===== config.mk =====
export PLATFORM = sky130hd
export DESIGN_NAME = sync_vector_scheduler
export DESIGN_NICKNAME = d
export VERILOG_FILES = /design/src/rtl/sync_vector_scheduler_pkg.sv /design/src/rtl/sync_vector_scheduler_rr_arbiter.sv /design/src/rtl/sync_vector_scheduler.sv
export SDC_FILE = /design/constraint.sdc
export NUM_CORES = 1
export LEC_CHECK = 0
export BUFFER_PORTS_ARGS = -buffer_cell sky130_fd_sc_hd__buf_2
export CORE_MARGIN = 2
export CORE_UTILIZATION = 36
export DETAILED_ROUTE_END_ITERATION = 6
export PLACE_DENSITY = 0.7
export SYNTH_ARGS = -nofsm -noshare
export SYNTH_HDL_FRONTEND = slang
export SYNTH_SLANG_ARGS = --single-unit

===== constraint.sdc =====
create_clock -name clk -period 3.8 [get_ports clk]
set_clock_uncertainty 0.05 [all_clocks]
set_input_delay 0.57 -clock clk [delete_from_list [all_inputs] [get_ports clk]]
set_output_delay 0.57 -clock clk [all_outputs]
set_load 0.005 [all_outputs]

===== src/rtl/sync_vector_scheduler_pkg.sv =====
// sync_vector_scheduler_pkg: shared FSM encoding and width helpers for the vector scheduler
package sync_vector_scheduler_pkg;
   typedef enum logic {S_IDLE = 1'b0, S_HOLD = 1'b1} state_t;
   function automatic int tag_w(input int n);
      return (n > 1) ? $clog2(n) : 1;
   endfunction
endpackage


===== src/rtl/sync_vector_scheduler_rr_arbiter.sv =====
// sync_vector_scheduler_rr_arbiter: combinational round-robin pick of the first request at or above i_ptr
module sync_vector_scheduler_rr_arbiter #(
   parameter int N  = 4,
   parameter int IW = 2
) (
   input  logic [N-1:0]  i_req,
   input  logic [IW-1:0] i_ptr,
   output logic [N-1:0]  o_gnt,
   output logic [IW-1:0] o_gnt_idx,
   output logic          o_any
);
   logic [N-1:0] w_rot;
   logic [IW:0]  w_sum;
   logic         w_found;
   always_comb begin
      w_rot   = N'({i_req, i_req} >> i_ptr);
      w_sum   = '0;
      w_found = 1'b0;
      for (int k = 0; k < N; k++) begin
         if (!w_found && w_rot[k]) begin
            w_found = 1'b1;
            w_sum   = {1'b0, i_ptr} + (IW+1)'(k);
         end
      end
      // offset found in the rotated view maps back to an absolute index mod N
      if (w_sum >= (IW+1)'(N)) w_sum = w_sum - (IW+1)'(N);
      o_gnt_idx = w_sum[IW-1:0];
      o_any     = |i_req;
      o_gnt     = o_any ? (N'(1) << o_gnt_idx) : '0;
   end
endmodule


===== src/rtl/sync_vector_scheduler.sv =====
// sync_vector_scheduler: time-shares one synchronizer_vector crossing among NUM_REQ sources, one {seq,tag,data} word per hold period
module sync_vector_scheduler
   import sync_vector_scheduler_pkg::*;
#(
   parameter int NUM_REQ     = 4,
   parameter int DATA_WIDTH  = 32,
   parameter int HOLD_CYCLES = 16,
   localparam int TAG_W      = tag_w(NUM_REQ),
   localparam int WORD_W     = 1 + TAG_W + DATA_WIDTH
) (
   input  logic                          clk,
   input  logic                          rst,
   input  logic [NUM_REQ-1:0]            req_valid,
   input  logic [NUM_REQ*DATA_WIDTH-1:0] req_data,
   output logic [NUM_REQ-1:0]            req_ack,
   output logic [WORD_W-1:0]             sync_word,
   output logic                          busy
);
   localparam int CNT_W = $clog2(HOLD_CYCLES) + 1;
   state_t               r_state, w_state_nxt;
   logic [CNT_W-1:0]     r_cnt;
   logic                 r_seq;
   logic [TAG_W-1:0]     r_ptr;
   logic [NUM_REQ-1:0]   r_gnt_oh;
   logic [NUM_REQ-1:0]   r_ack;
   logic [WORD_W-1:0]    r_word;
   logic [NUM_REQ-1:0]   w_gnt;
   logic [TAG_W-1:0]     w_gnt_idx;
   logic                 w_any;
   logic                 w_launch;
   logic                 w_done;

   sync_vector_scheduler_rr_arbiter #(.N(NUM_REQ), .IW(TAG_W)) u_arb (
      .i_req     (req_valid),
      .i_ptr     (r_ptr),
      .o_gnt     (w_gnt),
      .o_gnt_idx (w_gnt_idx),
      .o_any     (w_any)
   );

   always_comb begin
      w_launch    = (r_state == S_IDLE) && w_any;
      w_done      = (r_state == S_HOLD) && (r_cnt == '0);
      w_state_nxt = w_launch ? S_HOLD : w_done ? S_IDLE : r_state;
   end

   always_ff @(posedge clk) begin
      if (rst) begin
         r_state  <= S_IDLE;
         r_cnt    <= '0;
         r_seq    <= 1'b0;
         r_ptr    <= '0;
         r_gnt_oh <= '0;
         r_ack    <= '0;
         r_word   <= '0;
      end else begin
         r_state <= w_state_nxt;
         r_ack   <= w_done ? r_gnt_oh : '0;
         if (w_launch) begin
            // payload is captured only here; later req_data changes wait for the next grant
            r_word   <= {~r_seq, w_gnt_idx, req_data[int'(w_gnt_idx)*DATA_WIDTH +: DATA_WIDTH]};
            r_seq    <= ~r_seq;
            r_gnt_oh <= w_gnt;
            r_cnt    <= CNT_W'(HOLD_CYCLES - 1);
            r_ptr    <= (w_gnt_idx == TAG_W'(NUM_REQ - 1)) ? '0 : w_gnt_idx + TAG_W'(1);
         end else if ((r_state == S_HOLD) && (r_cnt != '0)) begin
            r_cnt <= r_cnt - CNT_W'(1);
         end
      end
   end

   assign req_ack   = r_ack;
   assign sync_word = r_word;
   assign busy      = (r_state == S_HOLD);
endmodule


==> reports/qor.txt <==
Clock Sinks: 51
critical path, cell by cell: mux2i_1 -> o221ai_4 -> buf_12 -> mux2i_1 -> o221ai_1
1st-pass router iterations: 4
FMAX: 402 MHz
vias in the first global route: 2586
Post-DRT Antenna Nets: 0
run status: finished clean
normalized max-slew margin: 25.5%
# DRC: 0
commonest non-fill, non-tap cell in the layout: buf_2
Die X: 90.2 um
Setup CP Type: reg -> reg
DP Wirelength: 5.59 mm
Period Utilization, post-route: 65.5%
Syn. warnings: 0
max incr delay on CP: 0.88 ns
Final setup viols: 0
synthesized area: 2670 um^2
Avg Inst Size Synth: 9.87 um^2
Power, Total: 0.00141 W
Post-CTS Resized: 0
TNS Setup: 0 ns
GPL Wtd Cong: 0.773
post-synthesis register bit count: 51
sequential standard cell area: 1020 um^2
post-synthesis sequential area ratio: 38.2%
post-DR vias/cell: 5.03
# diodes: 0
max-capacitance violation count: 0
max-slew violations: 0
CTS tree: yes
FILL cells: 729
maximum fanout along the worst path: 42
CP Capture Type: flip-flop
crit path buf inv count: 1
Arr. time, crit path: 2.59 ns
commonest non-fill, non-tap cells in the layout: buf_2 (173), mux2i_1 (65), dfxtp_1 (51)
port bufs: 173
Tot GR Track Use: 17.8%
post-route cell area: 3670 um^2
hold buffer count at CTS: 0
Pwr Density: 383 nW/um^2
crit start category: flip-flop
postcts setup bufs: 0
Hold Violations, Final: 0
Yosys cell types: 31
largest net degree at the start of global routing: 43
core area: 7210 um^2
antenna violations before repair: 0
H-tree Lvls: 2
critical path's top delay family: compound AO/OA/AOI/OAI gates
hold path cells: 2
Starting Density: 37.1%
Hold Crit Class: reg -> reg
Final Critical Period: 2.49 ns
I/O Pins: 174
Hold EP: r_gnt_oh[2]
r2r startpoint: r_ptr[1]
Synth-to-Final Area Change: 37.2%
VDD IR max: 0.181 mV
R2R Setup Slk: 1.31 ns
RSZ-0062 raised after global routing: false
leakage: 1.93 nW
DR vias: 2677
reg2reg end: sync_word[21]
drt total wl: 7.44 mm
Worst-path clk slew: 0.09 ns
Data required, critical path: 3.90 ns
# nets final: 569
HP Start: r_gnt_oh[2]
DR WL/cell: 14.0 um
total congestion overflow: 0
Worst path slowest cell: o221ai_4
cell depth of the worst setup path: 5
CTS buffer count: 5
DP Area: 3580 um^2
global-route wire length before repair: 12.0 mm
Die H: 90.2 um
Layout Utilization: 50.8%
row count: 31
Mapped Cells: 271
CTS root buf: clkbuf_8
R2R depth: 5
Worst-Margin Slew: 1.12 ns
DRT iter0 DRCs: 65
share of layout cells above drive strength 1: 43.4%
Synth Net Count: 408
CP dominant cell by count: mux2i_1
area of the multi-input gates: 1510 um^2
Worst-Skew Late Latency: 0.29 ns
full die area: 8130 um^2
Clock Tree Buf Depth: 2
## through the flow
step | setup slack (ns) | hold slack [ns] | cells
final | 1.31 | 0.402 | 532
after floorplan | 1.82 | 0.377 | 271
after global routing | 1.12 | 0.436 | 532
after detailed placement | 1.05 | 0.390 | 524
after global placement | 1.16 | 0.387 | 524
after CTS | 1.30 | 0.403 | 532
## power by group
part / internal (W) / switching (W)
registers: 0.000606 / 0.0000384
logic: 0.000232 / 0.000222
clock network: 0.000127 / 0.000179
## layer usage
metal / vias up / share of wire, % / global-route usage (%)
met4: 0 / 0.56 / 3.97
met3: 2 / 5.9 / 3.86
met1: 1237 / 43 / 21.6
met2: 101 / 51 / 32.1
met5: - / 0 / 0
li1: 1337 / - / -
## cell type report
class                   count  share of cell area, %
multi-input cells         192                   41.2
flip-flops and latches     51                   27.8
repair buffers            177                   24.8
well taps                  99                   3.38
clock buffers               5                   1.88
inverters                   5                  0.512
clock inverters             3                  0.409
## sequential cells by signal, indices dropped and copies added, names as in the netlist
signal and count:
sync_word 34, req_ack 4, r_gnt_oh 4, r_seq 1, r_ptr 2, busy 1, r_cnt 5
## logic make-up (layout without fill, tap and decap cells)
family	Yosys count	in the layout	synth area share (%)
AND/OR/NAND/NOR	67	67	13.8
multiplexers	65	65	24.3
AO/OA/AOI/OAI	52	52	14.9
flip-flops	51	51	38.2
buffers and inverters	28	190	5.71
XOR/XNOR	5	5	1.64
adder cells (fa/ha/maj)	3	3	1.40
## cell usage after synthesis
library cell | n | area share, %
or3_1 | 1 | 0.23
buf_2 | 8 | 1.5
nor4_1 | 1 | 0.23
o221ai_1 | 32 | 10
or4b_2 | 1 | 0.37
o21a_1 | 1 | 0.28
nor2_1 | 7 | 0.98
a211oi_1 | 1 | 0.28
nand2_1 | 24 | 3.4
inv_1 | 4 | 0.56
nand3b_1 | 20 | 5.6
clkbuf_1 | 8 | 1.1
nor3b_1 | 1 | 0.28
a21oi_1 | 15 | 2.8
buf_6 | 3 | 1.3
nand3_1 | 4 | 0.75
a21boi_1 | 1 | 0.28
xnor2_1 | 2 | 0.66
inv_2 | 1 | 0.14
o221ai_2 | 1 | 0.56
or2_1 | 1 | 0.23
ha_1 | 3 | 1.4
dfxtp_1 | 51 | 38
buf_4 | 4 | 1.1
xor2_1 | 3 | 0.98
nor3_1 | 1 | 0.19
o22ai_1 | 1 | 0.23
and2_1 | 4 | 0.94
mux2i_1 | 65 | 24
or4_1 | 1 | 0.28
or3b_1 | 1 | 0.33
## tightest hold or removal path: stages (launching register included)
cell	delay [ns]
dfxtp_1	0.31
nand2_1	0.05
a21oi_1	0.05
## how the worst max path moves through the flow
stage,startpoint,endpoint,slack (ns)
2_1_floorplan,req_valid[1],r_ptr[1],1.82
3_3_place_gp,req_valid[1],sync_word[4],1.16
3_5_place_dp,req_valid[1],sync_word[23],1.05
4_1_cts,r_ptr[1],sync_word[23],1.30
5_1_grt,r_ptr[1],sync_word[1],1.12
6_report,r_ptr[1],sync_word[21],1.31
Power figures use the tool's default switching activity.
